### src/rtl/coin_acceptor_if.sv
// coin_acceptor_if
//   Groups the coin sensor lines, the accept enable and the cleaned-up coin
//   outputs so the acceptor and its user connect through one port.
//   Signals:
//     coin5_raw, coin10_raw  raw asynchronous sensor lines (high while a coin passes)
//     accept_en              1 = coins accepted, 0 = every detected coin is rejected
//     coin_code              00 none, 01 five, 10 ten (single-cycle pulses)
//     reject                 one-cycle pulse per coin returned to the chute
//     fifo_full              coin buffer occupancy equals its depth
//     overflow               sticky, a coin was rejected because the buffer was full
//   Modports: master = sensor/vending side, slave = coin_acceptor.
interface coin_acceptor_if;
   logic       coin5_raw;
   logic       coin10_raw;
   logic       accept_en;
   logic [1:0] coin_code;
   logic       reject;
   logic       fifo_full;
   logic       overflow;

   modport master (
      output coin5_raw, coin10_raw, accept_en,
      input  coin_code, reject, fifo_full, overflow
   );

   modport slave (
      input  coin5_raw, coin10_raw, accept_en,
      output coin_code, reject, fifo_full, overflow
   );
endinterface

### src/rtl/coin_acceptor.sv
// coin_acceptor
//   Front end of the vending machine. Synchronises and debounces the two raw
//   coin sensors, turns each debounced rising edge into one coin event,
//   rejects jams / disabled / overflow coins, buffers accepted coins in a
//   small FIFO and paces them out as single-cycle coin codes.
//   Ports:
//     clk   system clock, rising edge
//     rst   asynchronous active-low reset
//     bus   coin_acceptor_if.slave (sensor inputs, accept_en, coin outputs)
//   Parameters:
//     DEBOUNCE    stable synchronised cycles needed to accept a level change (1..255)
//     FIFO_DEPTH  buffered coins (power of 2, >= 2)
//     GAP_CYCLES  forced idle cycles after each emitted code (0..15)
module coin_acceptor #(
   parameter int DEBOUNCE   = 4,
   parameter int FIFO_DEPTH = 4,
   parameter int GAP_CYCLES = 1
) (
   input logic            clk,
   input logic            rst,
   coin_acceptor_if.slave bus
);
   localparam int NUM_LANES = 2;   // lane 0 = five, lane 1 = ten
   localparam int AW        = $clog2(FIFO_DEPTH);
   localparam logic [AW:0] FULL_CNT = (AW+1)'(FIFO_DEPTH);
   localparam logic [7:0]  DEB_LAST = 8'(DEBOUNCE - 1);
   localparam logic [3:0]  GAP_LAST = 4'(GAP_CYCLES - 1);

   // ---------------------------------------------------------------
   // Input conditioning
   // ---------------------------------------------------------------
   logic [NUM_LANES-1:0] raw, sync1, sync2, lvl, lvl_q, rise;

   assign raw = {bus.coin10_raw, bus.coin5_raw};

   always_ff @(posedge clk or negedge rst) begin
      if (!rst) begin
         sync1 <= '0;
         sync2 <= '0;
         lvl_q <= '0;
      end else begin
         sync1 <= raw;
         sync2 <= sync1;
         lvl_q <= lvl;
      end
   end

   for (genvar i = 0; i < NUM_LANES; i++) begin : g_lane
      logic [7:0] cnt;
      logic       lvl_r;

      // Counter only runs while the synchronised value disagrees with the
      // debounced level; any return to agreement restarts the count.
      always_ff @(posedge clk or negedge rst) begin
         if (!rst) begin
            cnt   <= '0;
            lvl_r <= 1'b0;
         end else if (sync2[i] == lvl_r) begin
            cnt <= '0;
         end else if (cnt == DEB_LAST) begin
            lvl_r <= sync2[i];
            cnt   <= '0;
         end else begin
            cnt <= cnt + 8'd1;
         end
      end

      assign lvl[i] = lvl_r;
   end

   // ---------------------------------------------------------------
   // Event classification
   // ---------------------------------------------------------------
   logic any_ev, jam, ev_ok, push_try, push, pop, ovf_ev, rej_ev;
   logic [AW-1:0] wptr, rptr;
   logic [AW:0]   count;
   logic          empty, full_c;

   assign rise   = lvl & ~lvl_q;
   assign any_ev = |rise;
   // Current level of the other lane covers both "rose together" and
   // "other already high"; either way the event is one jam.
   assign jam    = (rise[0] & lvl[1]) | (rise[1] & lvl[0]);
   assign ev_ok  = any_ev & ~jam;

   assign empty    = (count == '0);
   assign full_c   = (count == FULL_CNT);
   assign push_try = ev_ok & bus.accept_en;
   // A pop in the same cycle frees a slot, so a full FIFO may still push.
   assign push     = push_try & (~full_c | pop);
   assign ovf_ev   = push_try & full_c & ~pop;
   assign rej_ev   = jam | (ev_ok & ~bus.accept_en) | ovf_ev;

   // ---------------------------------------------------------------
   // Coin FIFO (1 bit per coin: 0 = five, 1 = ten)
   // ---------------------------------------------------------------
   logic [FIFO_DEPTH-1:0] mem;
   logic [AW:0]           count_nx;

   always_ff @(posedge clk) begin
      if (push) mem[wptr] <= rise[1];
   end

   always_comb begin
      count_nx = count;
      case ({push, pop})
         2'b10:   count_nx = count + 1'b1;
         2'b01:   count_nx = count - 1'b1;
         default: count_nx = count;
      endcase
   end

   // Pointers wrap naturally since FIFO_DEPTH is a power of two.
   always_ff @(posedge clk or negedge rst) begin
      if (!rst) begin
         wptr  <= '0;
         rptr  <= '0;
         count <= '0;
      end else begin
         if (push) wptr <= wptr + 1'b1;
         if (pop)  rptr <= rptr + 1'b1;
         count <= count_nx;
      end
   end

   // ---------------------------------------------------------------
   // Output scheduler
   // ---------------------------------------------------------------
   typedef enum logic [1:0] {S_IDLE, S_EMIT, S_GAP} state_t;

   state_t     state, state_nx;
   logic [3:0] gap_cnt;
   logic       ready;
   logic [1:0] code_nx;

   // ready: the scheduler may pop this cycle. Besides IDLE, this is the
   // EMIT cycle when no gap is configured and the last GAP cycle, so the
   // code rate is exactly one per (1 + GAP_CYCLES) cycles.
   always_comb begin
      ready = 1'b0;
      case (state)
         S_IDLE:  ready = 1'b1;
         S_EMIT:  ready = (GAP_CYCLES == 0);
         S_GAP:   ready = (gap_cnt == GAP_LAST);
         default: ready = 1'b1;
      endcase
   end

   always_ff @(posedge clk or negedge rst) begin
      if (!rst) begin
         state   <= S_IDLE;
         gap_cnt <= '0;
      end else begin
         state   <= state_nx;
         gap_cnt <= (state == S_GAP) ? gap_cnt + 4'd1 : 4'd0;
      end
   end

   always_comb begin
      state_nx = state;
      if (ready && !empty)     state_nx = S_EMIT;
      else if (ready)          state_nx = S_IDLE;
      else if (state == S_EMIT) state_nx = S_GAP;
   end

   always_comb begin
      pop     = ready & ~empty;
      code_nx = 2'b00;
      if (pop) code_nx = mem[rptr] ? 2'b10 : 2'b01;
   end

   // ---------------------------------------------------------------
   // Registered outputs
   // ---------------------------------------------------------------
   logic [1:0] code_r;
   logic       reject_r, full_r, ovf_r;

   always_ff @(posedge clk or negedge rst) begin
      if (!rst) begin
         code_r   <= 2'b00;
         reject_r <= 1'b0;
         full_r   <= 1'b0;
         ovf_r    <= 1'b0;
      end else begin
         code_r   <= code_nx;
         reject_r <= rej_ev;
         full_r   <= (count_nx == FULL_CNT);
         if (ovf_ev) ovf_r <= 1'b1;
      end
   end

   assign bus.coin_code = code_r;
   assign bus.reject    = reject_r;
   assign bus.fifo_full = full_r;
   assign bus.overflow  = ovf_r;
endmodule

### src/flat_wrapper.sv
// flat-port wrapper written by rule: the top's interface ports become plain ports
module coin_acceptor_flat 
#(
   parameter int DEBOUNCE   = 4,
   parameter int FIFO_DEPTH = 4,
   parameter int GAP_CYCLES = 1
)
  (clk, rst, bus_coin5_raw, bus_coin10_raw, bus_accept_en, bus_coin_code, bus_reject, bus_fifo_full, bus_overflow);
  coin_acceptor_if bus_i ();
  input logic clk;
  input logic rst;
  input wire logic [$bits(bus_i.coin5_raw)-1:0] bus_coin5_raw;
  input wire logic [$bits(bus_i.coin10_raw)-1:0] bus_coin10_raw;
  input wire logic [$bits(bus_i.accept_en)-1:0] bus_accept_en;
  output wire logic [$bits(bus_i.coin_code)-1:0] bus_coin_code;
  output wire logic [$bits(bus_i.reject)-1:0] bus_reject;
  output wire logic [$bits(bus_i.fifo_full)-1:0] bus_fifo_full;
  output wire logic [$bits(bus_i.overflow)-1:0] bus_overflow;
  assign bus_i.coin5_raw = bus_coin5_raw;
  assign bus_i.coin10_raw = bus_coin10_raw;
  assign bus_i.accept_en = bus_accept_en;
  assign bus_coin_code = bus_i.coin_code;
  assign bus_reject = bus_i.reject;
  assign bus_fifo_full = bus_i.fifo_full;
  assign bus_overflow = bus_i.overflow;
  coin_acceptor #(.DEBOUNCE(DEBOUNCE), .FIFO_DEPTH(FIFO_DEPTH), .GAP_CYCLES(GAP_CYCLES)) u_core (.clk(clk), .rst(rst), .bus(bus_i));
endmodule
### config.mk
export PLATFORM = sky130hd
export DESIGN_NAME = coin_acceptor_flat
export DESIGN_NICKNAME = d
export VERILOG_FILES = /design/src/rtl/coin_acceptor_if.sv /design/src/rtl/coin_acceptor.sv /design/src/flat_wrapper.sv
export SDC_FILE = /design/constraint.sdc
export NUM_CORES = 1
export LEC_CHECK = 0
export BUFFER_PORTS_ARGS = -buffer_cell sky130_fd_sc_hd__buf_2
export CORE_MARGIN = 4
export CORE_UTILIZATION = 60
export CTS_CLUSTER_SIZE = 12
export DETAILED_ROUTE_END_ITERATION = 12
export PLACE_DENSITY = 0.78
export RECOVER_POWER = 100
export SYNTH_ARGS = -nofsm -noshare
export SYNTH_HDL_FRONTEND = slang
export SYNTH_SLANG_ARGS = --single-unit
### constraint.sdc
create_clock -name clk -period 2.5 [get_ports clk]
set_input_delay 0.25 -clock clk [delete_from_list [all_inputs] [get_ports clk]]
set_output_delay 0.25 -clock clk [all_outputs]
set_load 0.05 [all_outputs]
# [Word-level counts from Yosys, hierarchy flattened]
# Cells that the tools add are included.
[word_totals] output_inout_bits=5 in_bits=5 wordCells=85 reg_bits=46
[classes] n_addsub=7 order_cmp=3 eq_ne=10 mux=17 bitwise=22 reduce_logical=9
[ops] op="two-way mux 8 bit" count=4
[ops] op="adder 8 x 1 -> 8 bit, second input constant" count=2
[ops] op="equality test 8 x 2 -> 1 bit, second input constant" count=2
[ops] op="two-way mux 2 bit" count=5
[ops] op="AND 1 bit" count=9
[ops] op="NOT 1 bit" count=7
[ops] op="equality test 3 bit, second input constant" count=2
[ops] op="< comparator 2 x 3 -> 1 bit, second input constant" count=2
[ops] op="case mux 3 bit (2 select lines)" count=1
[ops] op="adder 2 x 1 -> 2 bit, second input constant" count=2
[ops] op="adder 4 x 1 -> 4 bit, second input constant" count=1
[ops] op="bitwise mux 4 bit" count=1
[ops] op="equality test 2 x 1 -> 1 bit, second input constant" count=2
[ops] op="equality test 2 bit, second input constant" count=2
[ops] op="logical NOT 4 bit" count=1
[ops] op="two-way mux 4 bit" count=1
[ops] op="OR 1 bit" count=4
[ops] op="AND reduction 2 bit" count=2
[ops] op="adder 3 x 1 -> 3 bit, second input constant" count=1
[ops] op="logical NOT 3 bit" count=1
[ops] op="nonzero test 3 bit" count=1
[ops] op="subtractor 3 x 1 -> 3 bit, second input constant" count=1
[ops] op="AND 2 bit" count=1
[ops] op="binary-select mux 1 bit (select 2 bit)" count=1
[ops] op="other kinds (9)" count=12

# [Longest topological paths before layout]
[depth] depth_word=11 depth_mapped=12 mapped_depth_nobuf=11

# [Least setup slack after synthesis]
# No wires, ideal clock.
[synth_timing] path_type="reg2reg" from="register u_core.gap_cnt[0]" to="register u_core.full_r, in the netlist u_core.bus.fifo_full" setup_ns=0.101 synth_period_minus_slack_ns=2.324 required_time_ns=2.399 slack_ns=0.176 path_buffers=1 arrival_ns=2.224 stages_incl_launch_ff=13 cell_sequence="dfrtp_1 > inv_1 > ha_1 > nor3b_1 > o21a_2 > inv_2 > buf_2 > nor3_1 > fa_1 > xnor2_1 > nor3_1 > a21oi_1 > o32ai_1"
[synth_between] elab_chain_len=8 word_cells_on_any_way=9 classes_between="eq/ne: 3; mux: 2; bitwise: 3; reduce/logical: 1"
[synth_rtl] element="from (decl)" line_no="coin_acceptor.sv:132" text="logic [3:0] gap_cnt;"
[synth_rtl] element="from (signal assigned)" line_no="coin_acceptor.sv:155" text="gap_cnt <= (state == S_GAP) ? gap_cnt + 4'd1 : 4'd0;"
[synth_rtl] element="logical NOT 4 bit *" line_no="coin_acceptor.sv:144" text="S_GAP: ready = (gap_cnt == GAP_LAST);"
[synth_rtl] element="case mux 1 bit (2 select lines) *" line_no="coin_acceptor.sv:141" text="case (state)"
[synth_rtl] element="AND 1 bit *" line_no="coin_acceptor.sv:167" text="pop = ready & ~empty;"
[synth_rtl] element="OR 1 bit" line_no="coin_acceptor.sv:90" text="assign push = push_try & (~full_c | pop);"
[synth_rtl] element="AND 1 bit" line_no="coin_acceptor.sv:90"
[synth_rtl] element="equality test 2 x 1 -> 1 bit or equality test 2 bit (tied branches)" line_no="coin_acceptor.sv:106" text="case ({push, pop})"
[synth_rtl] element="case mux 3 bit (2 select lines) *" line_no="coin_acceptor.sv:106"
[synth_rtl] element="equality test 3 bit *" line_no="coin_acceptor.sv:187" text="full_r <= (count_nx == FULL_CNT);"
[synth_rtl] element="to (signal assigned)" line_no="coin_acceptor.sv:187"
[synth_rtl] element="to (decl)" line_no="coin_acceptor.sv:176" text="logic reject_r, full_r, ovf_r;"
# Every way passes the cells marked *; elsewhere a longest branch is shown, timed or not.
# A chain may end at the register's enable or synchronous reset.

# [Worst setup path in the final report]
# Ends and elaborated chain as after synthesis.

==> results.md <==
* Gr usage total at roughly a fifth
* DR WL/cell at 13.7 µm
* R2R setup slack at around 260 ps
* Number of setup violations in the final report at 0
* Sequential cell area at roughly 1200 µm²
* Worst vdd ir at between 0.0005 and 0.0006 V
* Synth async-reset ratio at about nine tenths
* Pin count of the biggest net entering global routing at between 40 and 50
* Primary FF master, synth: dfrtp_1
* Synthesized Nets at between 150 and 200
* Post-synth EDFFs at 4
* Max clock buf depth at 2
* WL final at roughly 3400 µm
* Final Hold Fails at 0
* Post-synthesis cell area at ~2100 µm²
* Via count at around 1400
* Period minus WS final at approximately 2200 ps
* Antenna viol nets, final at 0
* Nets at between 200 and 250
* Multi-input gate area at slightly below 900 µm²
* Die X at between 60 and 70 µm
* Overflow after GRT at 0
* Starting Density at 62.7%
* Max Fclk at between 0.4 and 0.5 GHz
* Hold wc startpoint: bus_accept_en
* Antenna diodes at 0
* CTS tree: built
* Hold/Removal Path Class: in -> reg
* Post-CTS Setup Inserts at 0
* IO Port Bufs at 9
* Mux share of post-synthesis cell area at approximately 2.8%
* Yosys reg bits at between 40 and 50
* Sequential area share after synthesis at a little under three fifths
* Final worst path period share at around nine tenths
* RSZ-0062 raised after global routing: false
* Hold path endpoint: u_core.bus.reject
* WS Path Type: reg -> reg
* Slew Limit Fails at 43
* I/O pins at 10
* Slew @ Worst Pin at ~2100 ps
* Clock transition at path regs at approximately 130 ps
* Initial antenna violation count at 0
* Synth Area in Simple Gates at between 10% and 20%
* Post-DR vias/cell at ~5.5
* Root Driver: clkbuf_4
* Arr. time, crit path at between 2000 and 3000 ps
* Post-Syn Instances at approximately 180
* P&R area growth vs syn at 6.88%
* Final Cell Area at 2250 µm²
* Synth cell types at 44
* CP Capture Type: flop
* Fillcell total at 292
* Worst skew pair latency at 360 ps
* DRT Pass-1 Iters at 4
* H-tree levels at 2
* Leak pwr at between 1 and 1.5 nW
* Num rows at 21
* TNS Setup at 0 ps
* Power density over cell area at between 1000 and 1500 nW/µm²
* Initial drt markers at roughly 110
* Layout cells sized above 1 at between 10% and 20%
* Vias in the first global route at ~1400
* Die area at 4530 µm²
* Placer Congestion at between 0.8 and 0.9
* Worst R2R Start: u_core.gap_cnt[0]
* Worst setup SP type: flop
* Die Y at ~67 µm
* Core area at around 3400 µm²
* Avg Inst Size Synth at 11.5 µm²
* Post-Synth Adder-Cell Area at approximately 5.7%
* DRC Markers at 0
* Reg-to-reg critical path endpoint: u_core.bus.fifo_full
* Outcome: complete, but fails checks
* YS warnings at 0
* Min-Delay Path Depth at 3
* Post-Synth XOR/XNOR Area at under 10%
* Num Clock Sinks at 46
* Compound-gate portion of the synthesized area at between 7 and 8%
* TritonCTS buffer count at 5
* Worst EP required at about 2800 ps
* Slew margin rel. at -42.3%
* HPWL Detailed at ~2400 µm
* Failing checks: capacitance limit, slew limit
* Worst-case reg-to-reg path depth at 11
* Dpl cell area at around 2200 µm²
* First-pass GRT wire length at 6310 µm
* Critical path peak fanout at 5
* Max Cap Viol at 1
* Clk_skew at approximately 14 ps
* Largest family of logic cells by synthesized area: simple AND/OR/NAND/NOR gates
[worst max path at each step]
stage | start | to | slack, ps | depth (start not counted)
detailed placement | u_core.g_lane[0].lvl_r | u_core.bus.fifo_full | 180 | 8
finish | u_core.gap_cnt[0] | u_core.bus.fifo_full | 260 | 11
global placement | u_core.gap_cnt[0] | u_core.bus.fifo_full | 310 | 11
CTS | u_core.g_lane[0].lvl_r | u_core.bus.fifo_full | 160 | 8
global route | u_core.gap_cnt[0] | u_core.bus.fifo_full | 10 | 11
floorplan | u_core.gap_cnt[0] | u_core.bus.fifo_full | 180 | 12
[metrics by stage]
step | instances | hold WS (ps) | power, mW | setup slack, ps | utilization [%]
final | 247 | 231 | 2.57 | 259 | 67.0
after global routing | 247 | 213 | 2.80 | 10.4 | 67.0
after CTS | 247 | 18.9 | 2.60 | 164 | 67.4
after detailed placement | 237 | 340 | 2.26 | 176 | 65.3
after global placement | 237 | 332 | 2.18 | 314 | 65.3
after floorplan | 184 | -45.6 | 2.01 | 176 | -
[power breakdown]
part | leakage, nW | switching [mW] | internal (mW) | total [mW]
Sequential | 0.579 | 0.191 | 0.959 | 1.15
Clock | 0.0255 | 0.226 | 0.111 | 0.337
Combinational | 0.396 | 0.655 | 0.432 | 1.09
[flip-flops by register name (all words and copies together) (netlist names)]
register	flops
u_core.mem	4
u_core.sync1	2
u_core.bus.coin_code	2
u_core.gap_cnt	4
u_core.sync2	2
u_core.bus.fifo_full	1
u_core.state	2
u_core.bus.reject	1
u_core.lvl_q	2
u_core.wptr	2
u_core.g_lane.cnt	16
u_core.count	3
u_core.rptr	2
u_core.g_lane.lvl_r	2
u_core.bus.overflow	1
[worst max-delay path: stages, from the launching register on]
cell and delay, ps:
dfrtp_1 430, inv_1 60, ha_1 190, nor3b_1 130, o21a_2 230, inv_2 70, nor3_2 50, fa_2 420
xnor2_1 160, nor3_1 150, a21oi_1 60, o32ai_1 220
[metal layers]
| layer | up-vias | wire length [µm] | GRT usage, % |
|---|---|---|---|
| met5 | - | 0 | 0 |
| met2 | 22 | 1800 | 32.3 |
| met1 | 667 | 1400 | 22.7 |
| li1 | 660 | - | - |
| met4 | 0 | 63 | 8.86 |
| met3 | 7 | 127 | 5.49 |
[final cells by class]
cell class / count / share of cell area, %
Clock buffer: 7 / 2.00
Timing Repair Buffer: 12 / 2.72
Multi-Input combinational cell: 126 / 38.9
Sequential cell: 46 / 52.0
Tap cell: 46 / 2.55
Clock inverter: 1 / 0.333
Inverter: 9 / 1.50
[layout by cell type, fill, tap and decap left out, drive strengths merged, types with 2 or more instances in the layout]
master,netlist,layout
and2,5,5
nor3b,3,3
nand2,10,10
edfxtp,4,4
xnor2,9,9
ha,8,8
nand3,13,13
nor2,23,23
dlygate4sd3,0,2
buf,2,3
o211ai,2,2
a21oi,2,2
dfrtp,42,42
o21a,2,2
o21ai,6,6
clkbuf,1,14
inv,9,9
xor2,12,12
nor3,7,7
and3,5,5
nand2b,3,3
mux2,2,2
[timing repair]
item,CTS,global route
hold buffers,2,0
hold endpoints to repair,2,0
gates resized for setup,0,3
setup endpoints to repair,0,1
[cell usage after synthesis (2+ instances only)]
master,count,share of area (%)
and2_1,5,1.5
dfrtp_1,42,50
nand3_1,13,3.1
xnor2_1,9,3.7
edfxtp_1,4,5.7
xor2_1,12,5.0
nor3_1,6,1.4
o211ai_1,2,0.71
nor3b_2,2,1.2
and3_1,5,1.5
nor2_1,22,3.9
inv_1,8,1.4
ha_1,8,4.7
nand2b_1,3,0.89
nand2_1,10,1.8
o21ai_0,4,0.95
a21oi_1,2,0.47
[logic make-up after synthesis]
logic type,count (synthesis)
AOI/OAI and AO/OA,20
adders and majority gates,9
muxes,4
DFF,46
buffers and inverters,12
and+or+nand+nor,72
xor gates and xnor gates,21
(Power assumes the default switching activity.)
